==> src/rtl/pipe_hazard_pkg.sv <==
// Shared types and constants for the pipeline hazard controller.
// Holds the per-stage tracking slot, the register-file forward code and
// parameter-legality helpers used at elaboration of pipe_hazard_ctrl.
package pipe_hazard_pkg;

   // Widest register index supported; narrower indices are zero-extended
   // into the slot so one struct type serves every REG_AW.
   localparam int REG_AW_MAX = 8;

   // Forward select value meaning "take the operand from the register file".
   localparam int FWD_RF = 0;

   typedef struct packed {
      logic                  valid;
      logic [REG_AW_MAX-1:0] rs;
      logic [REG_AW_MAX-1:0] rt;
      logic                  rs_used;
      logic                  rt_used;
      logic [REG_AW_MAX-1:0] dst;
      logic                  wr_en;
      logic                  is_load;
   } slot_t;

   function automatic bit depth_ok(input int depth);
      return (depth >= 3) && (depth <= 8);
   endfunction

   // Load data must become forwardable before the entry leaves the tracked
   // window, so the latency is capped at DEPTH-2.
   function automatic bit load_lat_ok(input int depth, input int lat);
      return (lat >= 1) && (lat <= depth - 2);
   endfunction

   function automatic bit reg_aw_ok(input int aw);
      return (aw >= 1) && (aw <= REG_AW_MAX);
   endfunction

endpackage

==> src/rtl/pipe_hazard_match.sv <==
// Priority encoder: finds the youngest in-flight producer of one source register.
// Scans slots LO..HI; the lowest matching index wins. Register 0 never matches.
// Ports: slot (tracked stages), src/used (source to look up),
//        hit/idx/is_load (match flag, youngest slot index, that slot's load flag).
module pipe_hazard_match
   import pipe_hazard_pkg::*;
#(
   parameter int DEPTH = 3,
   parameter int LO    = 0,
   parameter int HI    = DEPTH - 1,
   parameter int IW    = $clog2(DEPTH)
) (
   input  slot_t                 slot [DEPTH],
   input  logic [REG_AW_MAX-1:0] src,
   input  logic                  used,
   output logic                  hit,
   output logic [IW-1:0]         idx,
   output logic                  is_load
);

   always_comb begin
      hit     = 1'b0;
      idx     = '0;
      is_load = 1'b0;
      // Walk from oldest to youngest so the youngest match overwrites.
      for (int k = HI; k >= LO; k--) begin
         if (used && (src != '0) && slot[k].valid && slot[k].wr_en &&
             (slot[k].dst == src)) begin
            hit     = 1'b1;
            idx     = IW'(k);
            is_load = slot[k].is_load;
         end
      end
   end

endmodule

==> src/rtl/pipe_hazard_ctrl.sv <==
// Hazard controller for the in-order pipeline: tracks in-flight destinations
// over DEPTH post-decode stages (slot 0 = EX .. DEPTH-1 = WB) and drives the
// EX forward selects, the load-use decode stall and the branch-taken flush.
// Ports: clk/rst (sync active-high), id_* (decode instruction), ex_branch_taken,
//        stall, flush, fwd_sel_a/b (0 = register file, k = result of slot k).
// Optional: define PIPE_HAZARD_PERF_EN to add 32-bit wrapping stall/flush
//        cycle counters perf_stall_cnt / perf_flush_cnt.
module pipe_hazard_ctrl
   import pipe_hazard_pkg::*;
#(
   parameter int DEPTH    = 3,
   parameter int REG_AW   = 5,
   parameter int LOAD_LAT = 1
) (
   input  logic                     clk,
   input  logic                     rst,
   input  logic                     id_valid,
   input  logic [REG_AW-1:0]        id_rs,
   input  logic [REG_AW-1:0]        id_rt,
   input  logic                     id_rs_used,
   input  logic                     id_rt_used,
   input  logic [REG_AW-1:0]        id_dst,
   input  logic                     id_wr_en,
   input  logic                     id_is_load,
   input  logic                     ex_branch_taken,
   output logic                     stall,
   output logic                     flush,
   output logic [$clog2(DEPTH)-1:0] fwd_sel_a,
   output logic [$clog2(DEPTH)-1:0] fwd_sel_b
`ifdef PIPE_HAZARD_PERF_EN
   ,
   output logic [31:0]              perf_stall_cnt,
   output logic [31:0]              perf_flush_cnt
`endif
);

   localparam int IW = $clog2(DEPTH);
   // A load in slot j is still too young for the ID reader while j < LOAD_LAT,
   // and too young to forward to EX while k < LOAD_LAT+1.
   localparam logic [IW-1:0] LAT_IDX = IW'(LOAD_LAT);
   localparam logic [IW-1:0] FWD_MIN = IW'(LOAD_LAT + 1);
   localparam logic [IW-1:0] SEL_RF  = IW'(FWD_RF);

   if (!depth_ok(DEPTH) || !load_lat_ok(DEPTH, LOAD_LAT) || !reg_aw_ok(REG_AW)) begin : g_bad_params
      $error("pipe_hazard_ctrl: illegal DEPTH/LOAD_LAT/REG_AW combination");
   end

   slot_t slot [DEPTH];
   slot_t id_ent;

   always_comb begin
      id_ent         = '0;
      id_ent.valid   = 1'b1;
      id_ent.rs      = REG_AW_MAX'(id_rs);
      id_ent.rt      = REG_AW_MAX'(id_rt);
      id_ent.rs_used = id_rs_used;
      id_ent.rt_used = id_rt_used;
      id_ent.dst     = REG_AW_MAX'(id_dst);
      id_ent.wr_en   = id_wr_en;
      id_ent.is_load = id_is_load;
   end

   // ---------------- EX operand forwarding (consumer in slot 0) ----------------
   logic          ex_a_hit, ex_a_load, ex_b_hit, ex_b_load;
   logic [IW-1:0] ex_a_idx, ex_b_idx;

   pipe_hazard_match #(.DEPTH(DEPTH), .LO(1), .HI(DEPTH-1), .IW(IW)) u_match_ex_a (
      .slot    (slot),
      .src     (slot[0].rs),
      .used    (slot[0].valid & slot[0].rs_used),
      .hit     (ex_a_hit),
      .idx     (ex_a_idx),
      .is_load (ex_a_load)
   );

   pipe_hazard_match #(.DEPTH(DEPTH), .LO(1), .HI(DEPTH-1), .IW(IW)) u_match_ex_b (
      .slot    (slot),
      .src     (slot[0].rt),
      .used    (slot[0].valid & slot[0].rt_used),
      .hit     (ex_b_hit),
      .idx     (ex_b_idx),
      .is_load (ex_b_load)
   );

   // A too-young load as the youngest match falls back to the register file;
   // the decode stall keeps that case from arising.
   logic ex_a_ok, ex_b_ok;
   assign ex_a_ok = ex_a_hit & ~(ex_a_load & (ex_a_idx < FWD_MIN));
   assign ex_b_ok = ex_b_hit & ~(ex_b_load & (ex_b_idx < FWD_MIN));

   assign fwd_sel_a = (rst | ~ex_a_ok) ? SEL_RF : ex_a_idx;
   assign fwd_sel_b = (rst | ~ex_b_ok) ? SEL_RF : ex_b_idx;

   // ---------------- Load-use detection (consumer in ID) ----------------
   // WB (slot DEPTH-1) is excluded: the register file writes before ID reads.
   logic          id_a_hit, id_a_load, id_b_hit, id_b_load;
   logic [IW-1:0] id_a_idx, id_b_idx;

   pipe_hazard_match #(.DEPTH(DEPTH), .LO(0), .HI(DEPTH-2), .IW(IW)) u_match_id_rs (
      .slot    (slot),
      .src     (id_ent.rs),
      .used    (id_valid & id_rs_used),
      .hit     (id_a_hit),
      .idx     (id_a_idx),
      .is_load (id_a_load)
   );

   pipe_hazard_match #(.DEPTH(DEPTH), .LO(0), .HI(DEPTH-2), .IW(IW)) u_match_id_rt (
      .slot    (slot),
      .src     (id_ent.rt),
      .used    (id_valid & id_rt_used),
      .hit     (id_b_hit),
      .idx     (id_b_idx),
      .is_load (id_b_load)
   );

   logic raw_stall;
   assign raw_stall = (id_a_hit & id_a_load & (id_a_idx < LAT_IDX)) |
                      (id_b_hit & id_b_load & (id_b_idx < LAT_IDX));

   // A taken branch squashes the stalled instruction, so flush wins.
   assign flush = ex_branch_taken & ~rst;
   assign stall = raw_stall & ~ex_branch_taken & ~rst;

   // ---------------- Slot shift register ----------------
   logic slot_ld;
   assign slot_ld = id_valid & ~stall & ~flush;

   always_ff @(posedge clk) begin
      if (rst) begin
         for (int k = 0; k < DEPTH; k++) slot[k] <= '0;
      end else begin
         slot[0] <= slot_ld ? id_ent : '0;
         for (int k = 1; k < DEPTH; k++) slot[k] <= slot[k-1];
      end
   end

`ifdef PIPE_HAZARD_PERF_EN
   always_ff @(posedge clk) begin
      if (rst) begin
         perf_stall_cnt <= '0;
         perf_flush_cnt <= '0;
      end else begin
         if (stall) perf_stall_cnt <= perf_stall_cnt + 32'd1;
         if (flush) perf_flush_cnt <= perf_flush_cnt + 32'd1;
      end
   end
`endif

endmodule

==> config.mk <==
export PLATFORM = sky130hd
export DESIGN_NAME = pipe_hazard_ctrl
export DESIGN_NICKNAME = d
export VERILOG_FILES = /design/src/rtl/pipe_hazard_pkg.sv /design/src/rtl/pipe_hazard_match.sv /design/src/rtl/pipe_hazard_ctrl.sv
export SDC_FILE = /design/constraint.sdc
export NUM_CORES = 1
export LEC_CHECK = 0
export CAP_MARGIN = 20
export CORE_MARGIN = 5
export CORE_UTILIZATION = 40
export DETAILED_ROUTE_END_ITERATION = 10
export GPL_TIMING_DRIVEN = 0
export PLACE_DENSITY = 0.63
export SLEW_MARGIN = 20
export SYNTH_ARGS = -nofsm -noshare
export SYNTH_HDL_FRONTEND = slang
export SYNTH_SLANG_ARGS = --single-unit
==> constraint.sdc <==
create_clock -name clk -period 2.33 [get_ports clk]
set_input_delay 0.466 -clock clk [delete_from_list [all_inputs] [get_ports clk]]
set_output_delay 0.466 -clock clk [all_outputs]
set_load 0.01 [all_outputs]
# Word level (Yosys, flattened, before mapping)
# Cells that the tools add are included.
dict set report word_totals {
  reg_bits 51
  input_bits 23
  out_inout_bits 6
  elab_cells 120
}
dict set report classes {
  n_lt_le_gt_ge 4
  eq_ne 8
  muxes 27
  bitwise_logic 29
  reduce_logical 33
}
# op n
set op_table {}
lappend op_table {{$eq 8x5->1} 4}
lappend op_table {{$eq 8x8->1} 4}
lappend op_table {{$reduce_bool 8->1} 4}
lappend op_table {{$mux 29} 1}
lappend op_table {{$logic_and 1x1->1} 28}
lappend op_table {{$mux 1} 20}
lappend op_table {{$and 1x1->1} 17}
lappend op_table {{$mux 2} 6}
lappend op_table {{$not 1->1} 9}
lappend op_table {{$lt 2x1->1 const B} 2}
lappend op_table {{$lt 2x2->1 const B} 2}
lappend op_table {{$or 1x1->1} 3}
lappend op_table {{$reduce_or 2->1} 1}

# Depth between registers and ports, before layout
# Gate-level depths: netlist of run 1.
dict set report logic_depth {
  word_depth 17
  ltp_mapped 5
  depth_no_buf 4
}

# By module
# A second synthesis of run 1 with hierarchy kept.
dict set report hier_totals {
  cells_unflattened 309
  hier_area_um2 3025.4
}
# mod instances cells_per_inst area_per_inst_um2 seq_area_each_um2
set modules_own_cells {}
lappend modules_own_cells {pipe_hazard_ctrl 1 171 1981.9 1201.2}
lappend modules_own_cells {{pipe_hazard_match (u_match_id_rs ...)} 2 35 266.5 0.0}
lappend modules_own_cells {{pipe_hazard_match (u_match_ex_a ...)} 2 34 255.2 0.0}

# Worst setup path after synthesis of run 1
# OpenSTA, ideal clock, no wires.
dict set report synth_timing {
  path_type {input -> output}
  start {input port id_rs[1]}
  end {output port stall}
  arrival_time_ns 1.580
  t_required_ns 1.864
  path_slack_ns 0.284
  cell_stages 5
  path_buffers 1
  cell_sequence {or4_4 -> a21oi_2 -> nor4_2 -> buf_6 -> or2_1}
}
dict set report synth_between {
  elab_chain_len 12
  elab_cells_between_ends 22
  classes_between {order compare: 1; eq/ne: 2; mux: 6; bitwise: 5; reduce/logical: 8}
}
# element line
set synth_lines {}
lappend synth_lines {{start, declared} pipe_hazard_ctrl.sv:18} ;# input logic [REG_AW-1:0] id_rs,
lappend synth_lines {{$reduce_bool 8->1} pipe_hazard_match.sv:27} ;# if (used && (src != '0) && slot[k].valid && slot[k].wr_en &&
lappend synth_lines {{$logic_and 1x1->1 (4 in a row)} pipe_hazard_match.sv:27}
lappend synth_lines {{$mux 1 (2 in a row)} pipe_hazard_match.sv:27}
lappend synth_lines {{$lt 2x1->1 or $and 1x1->1 (tied branches)} pipe_hazard_ctrl.sv:118} ;# assign raw_stall = (id_a_hit & id_a_load & (id_a_idx < LAT_IDX)) |
lappend synth_lines {{$and 1x1->1 *} pipe_hazard_ctrl.sv:118}
lappend synth_lines {{$or 1x1->1 *} pipe_hazard_ctrl.sv:118}
lappend synth_lines {{$and 1x1->1 * (2 in a row)} pipe_hazard_ctrl.sv:123} ;# assign stall = raw_stall & ~ex_branch_taken & ~rst;
lappend synth_lines {{end, declared} pipe_hazard_ctrl.sv:26} ;# output logic stall,
# Every way passes the cells marked *; elsewhere a longest branch is shown, timed or not.

# Worst setup path in the final report of run 1
# Ends and elaborated chain as after synthesis.

==> results.yml, run 1 <==
pwr:
  leakage_nw: 1.04
  pwr-share-seq_pct: 53.1
  power_mw: 1.17
  clkPwrFrac_pct: 37.0
  powerDensity_mw_per_mm2: 526
  p_sw_uw: 268
  switching_share_pct: 22.8
  intPower_uw: 907
  ir_worst_vdd_mv: 0.387
  power_frac_comb_pct: 10.0
routing:
  drc_errors: 0
  routed_wl_mm: 3.62
  vias_per_cell: 4.90
  dr_total_vias: 1275
  routedWlPerCell_um: 13.9
  ant_nets: 0
  dr.pass1.iters: 4
  drt-initial-drc-count: 65
logic_synthesis:
  synth_edf_count: 0
  async_flop_share_pct: 0
  synth_cells: 163
  syn_area_per_cell_um2: 10.1
  synth_seq_cells: 35
  synth.cell_area_mm2: 0.00164
  synth_ff_type: "dfxtp_1"
  yosysSeqAreaShare_pct: 42.7
  yosys_warnings: 0
  syn-num-nets: 186
  synthDistinctLibCells: 27
final_layout:
  largest_reg_flops: 35
  fillCellCount: 360
  layout_common_cells: "32 x dfxtp_1, 20 x nand2_1, 19 x nor3_2"
  fin_nets: 233
  area_growth_pct: 36.2
  final_core_util_pct: 55.9
  register_area_um2: 709
  n_antenna_cell: 0
  drive_gt1_share_pct: 33.8
  final_cells: 260
  top_regs: "slot x35"
  multi_input_area_um2: 966
  mostFrequentLayoutCell: "dfxtp_1"
  largest-register: "slot"
critical_path:
  start_kind: "primary input"
  end_kind: "output pin"
  path_class: "in2out"
  cp.arrival_ns: 1.86
  crit_path_max_fanout: 3
  crit_required_ns: 1.86
cts:
  clockBufferDepth: 2
  cts_root_buf: "clkbuf_8"
  clkTransAtPathRegs_ns: 0.07
  numCtsBuffers: 5
  htreeDepth: 2
  insertion_delay_ns: 0.28
  cts_tree: "built"
  cts_sinks: 35
global_route:
  grt_antenna_before_repair: 0
  grt_pass1_vias: 1298
  grt_pass1_wl_mm: 5.87
  grt_max_degree: 11
  gr-usage-all-layers_pct: 14.2
  grt.overflow.total: 0
sta:
  fin_ws_ns: -0.000283
  min_period_over_period_pct: 100
  hold_ws_ns: 0.445
  hold_viol: 0
  slew_violations: 0
  rsz0062_at_grt: "true"
  worst_slew_pin_slew_ns: 0.416
  skew_ns: 0.00225
  setup_viol: 1
  fmax_mhz: 429
  fin_crit_ns: 2.33
  relSlewSlack_pct: 72.3
placed_design:
  place_congestion: 0.837
  dp_hpwl_mm: 2.76
  dp_slack_ns: -0.786
  portBuffers: 28
  dp_cells: 241
die:
  core_mm2: 0.00400
  initial_utilization_pct: 41.0
  die_y_um: 74.0
  die_w_um: 74.0
  rows: 23
  ioPinCount: 29
  die_area_mm2: 0.00548
status:
  violations: "negative setup slack"
  status: "finished, violations left"
flow_run:
  maxCapViolCount: 0
hold_path:
  hold_class: "in2reg"
[critical path, stage by stage]
cell and delay (ns):
buf_2 0.13, or4_4 0.55, a21oi_4 0.19, nor4_4 0.05
buf_6 0.12, or2_1 0.21, buf_2 0.14
[stage by stage]
step / area [µm²] / setup TNS [ns]
floorplan: 1640 / 0
global placement: 1980 / -3.27
detailed placement: 1980 / -3.52
CTS: 2120 / -0.0729
global route: 2230 / -0.137
finish: 2230 / -0.000283
[synth_stat cells, drive strengths merged, types with 4 or more instances]
master / n / share of area [%]
clkbuf: 4 / 0.92
nand2: 20 / 4.6
nand4: 5 / 2.3
nand3: 4 / 1.2
buf: 4 / 2.5
dfxtp: 35 / 43
xnor2: 12 / 6.4
nor2b: 14 / 5.3
nor4: 4 / 2.3
xor2: 16 / 8.5
nor3: 22 / 13
nor2: 5 / 1.1
[per-layer routing]
| layer | vias to the layer above | global-route usage, % | wire length (µm) |
|---|---|---|---|
| met4 | 0 | 6.04 | 92 |
| li1 | 642 | - | - |
| met5 | - | 0 | 0 |
| met2 | 30 | 24.6 | 1810 |
| met3 | 7 | 4.19 | 168 |
| met1 | 596 | 16.2 | 1550 |
[timing repair]
item / CTS / global route
resized for setup: 41 / 23
gates cloned: 0 / 0
pin swaps: 7 / 10
buffers inserted: 4 / 8
hold buffers: 0 / 0
endpoints found under the setup margin: 6 / 5
[path summary, 6_finish.rpt]
kind              end  slack [ns]     start  cells past startpoint
min reg2reg  slot[28]        0.46  slot[57]                      1
min          slot[80]        0.45  id_rs[2]                      3
max reg2reg  slot[81]        0.68  slot[61]                      7
max             stall     -0.0003  id_rs[1]                      7
[final cells by class]
type | instances | share of cell area [%]
Sequential cell | 35 | 31.7
Timing Repair Buffer | 40 | 14.8
Tap cell | 50 | 2.80
Clock inverter | 1 | 0.224
Clock buffer | 6 | 3.70
Inverter | 2 | 0.336
Multi-Input combinational cell | 118 | 43.2
Buffer | 8 | 3.14
[power by group through the flow]
stage / registers (mW) / logic [mW] / clock network, mW
global route: 0.624 / 0.128 / 0.469
global placement: 0.637 / 0.106 / 0
floorplan: 0.634 / 0.0517 / 0
detailed placement: 0.638 / 0.109 / 0
finish: 0.623 / 0.117 / 0.434
CTS: 0.624 / 0.111 / 0.446
[cell families after synthesis]
family                    share of synthesized area (%)
AOI/OAI and AO/OA                                  2.29
xor gates and xnor gates                           15.0
buffers and inverters                              3.89
DFF                                                42.7
and+or+nand+nor                                    36.2
Note: power is estimated with default switching activity, not from simulation.
==> inputs of run 2 (changes only) <==
--- a/config.mk
+++ b/config.mk
@@ -5,7 +5,7 @@
 export SDC_FILE = /design/constraint.sdc
 export NUM_CORES = 1
 export LEC_CHECK = 0
-export CAP_MARGIN = 20
+export ABC_CLOCK_PERIOD_IN_PS = 2330
 export CORE_MARGIN = 5
 export CORE_UTILIZATION = 40
 export DETAILED_ROUTE_END_ITERATION = 10
==> results of run 2 <==
Final layout, timing and power as in run 1 (identical DEF).
==> inputs of run 3 (changes only) <==
--- a/config.mk
+++ b/config.mk
@@ -6,6 +6,7 @@
 export NUM_CORES = 1
 export LEC_CHECK = 0
 export ABC_CLOCK_PERIOD_IN_PS = 2330
+export CORE_ASPECT_RATIO = 1.5
 export CORE_MARGIN = 5
 export CORE_UTILIZATION = 40
 export DETAILED_ROUTE_END_ITERATION = 10
==> results.yml, run 3 (synthesis gave the netlist of run 1 again) <==
sta:
  hold_viol: 0
  slew_violations: 0
  fin_crit_ns: 2.31
  setup_viol: 0
  hold_ws_ns: 0.437
  worst_slew_pin_slew_ns: 0.453
  min_period_over_period_pct: 99.0
  fmax_mhz: 433
  skew_ns: 0.00449
  rsz0062_at_grt: "true"
  setup_tns_ns: 0
  relSlewSlack_pct: 69.8
critical_path:
  crit_required_ns: 1.86
  path_class: "in2out"
  end_kind: "output pin"
  cp.arrival_ns: 1.84
  ff2ff_path_depth: 7
  r2r_end: "slot[80]"
  start_kind: "primary input"
  crit_path_max_fanout: 3
  reg2reg_setup_slack_ns: 0.67
  rr_startpoint: "slot[60]"
pwr:
  leakage_nw: 1.04
  powerDensity_mw_per_mm2: 584
  ir_worst_vdd_mv: 0.639
hold_path:
  min_from: "id_rs[0]"
  hold_path_depth: 3
  hold_class: "in2reg"
  whs_endpoint: "slot[78]"
global_route:
  grt.overflow.total: 0
  grt_pass1_wl_mm: 6.32
  met3_usage_pct: 3.18
  grt.busiest_layer: "met2"
  grt_antenna_before_repair: 0
  grt.met2_usage_pct: 27.6
  gr-usage-all-layers_pct: 14.5
  grt_pass1_vias: 1433
  use_met1_pct: 13.2
  grt_max_degree: 12
placed_design:
  dp_cells: 236
  portBuffers: 28
  place_congestion: 0.919
  dp_hpwl_mm: 2.83
  placed_area_mm2: 0.00198
cts:
  clkTransAtPathRegs_ns: 0.07
  numCtsBuffers: 5
  insertion_delay_ns: 0.28
  hold_buffers: 0
  htreeDepth: 2
  cts_tree: "built"
  cts_sinks: 35
  clockBufferDepth: 2
  cts_root_buf: "clkbuf_8"
final_layout:
  area_growth_pct: 34.7
  layout_common_cells: "32 x dfxtp_1, 20 x nand2_1, 19 x nor3_2"
  mostFrequentLayoutCell: "dfxtp_1"
  fin_nets: 229
  top_regs: "slot x35"
  final_cell_area_mm2: 0.00221
  drive_gt1_share_pct: 30.9
  largest_reg_flops: 35
  n_antenna_cell: 0
  final_cells: 252
  largest-register: "slot"
routing:
  drc_errors: 0
  dr.pass1.iters: 4
  routedWlPerCell_um: 14.7
  drt-initial-drc-count: 20
  dr_total_vias: 1276
  vias_per_cell: 5.06
  ant_nets: 0
  routed_wl_mm: 3.71
die:
  ioPinCount: 29
  die_area_mm2: 0.00551
  core_mm2: 0.00396
  die_w_um: 62.3
  die_y_um: 88.4
  initial_utilization_pct: 41.4
  rows: 28
flow_run:
  maxCapViolCount: 0
status:
  status: "completed"
run 3: cell types whose count changed in the layout (fill, tap and decap cells not counted), sizes merged:
cell / delta
buf: -3
clkbuf: -2
dlygate4sd2: +3
dlymetal6s2s: -1
bufinv: +1
clkdlybuf4s15: -2
clkdlybuf4s50: +1
run 3: area by class of cell:
type                            count  area (µm²)
Fill cell                         366        1750
Multi-Input combinational cell    118         945
Sequential cell                    35         704
Timing Repair Buffer               36         309
Clock buffer                        6        82.6
Buffer                              8        70.1
Tap cell                           45        56.3
Clock inverter                      2        35.0
Inverter                            2        7.51
run 3: critical path: stages:
cell,delay (ns)
dlygate4sd2_1,0.26
or4_4,0.55
a21oi_4,0.15
nor4_4,0.07
or2_1,0.20
buf_2,0.14
run 3: worst max-delay path by stage:
stage	start	cells past startpoint	to
after floorplan	id_rs[1]	5	stall
after global placement	rst	7	stall
after detailed placement	rst	7	stall
after CTS	id_rs[2]	7	stall
after global routing	id_rt[0]	6	stall
final	id_rt[0]	6	stall
run 3: per-layer routing:
layer	part of all wire (%)	vias to the layer above
met3	3.8	13
met1	34	591
li1	-	632
met2	58	40
met5	0	-
met4	4.0	0
run 3: metrics by stage:
step	power [mW]	utilization, %	setup WS [ns]
after global routing	1.34	55.8	-0.0310
after detailed placement	0.746	49.9	-0.794
final	1.29	55.8	0.0226
after global placement	0.743	49.9	-0.758
after floorplan	0.686	-	0.284
after CTS	1.31	55.0	-0.0265
run 3: report_power, final:
group	internal (mW)	leakage, nW	switching, mW	total (mW)
Combinational	0.0635	0.693	0.0511	0.115
Clock	0.346	0.0612	0.206	0.551
Sequential	0.612	0.286	0.0130	0.625
run 3: repair_timing:
action / in CTS / in global routing
gates resized for setup: 45 / 13
endpoints found under the setup margin: 6 / 4
setup buffers: 5 / 3
pin swaps: 9 / 5
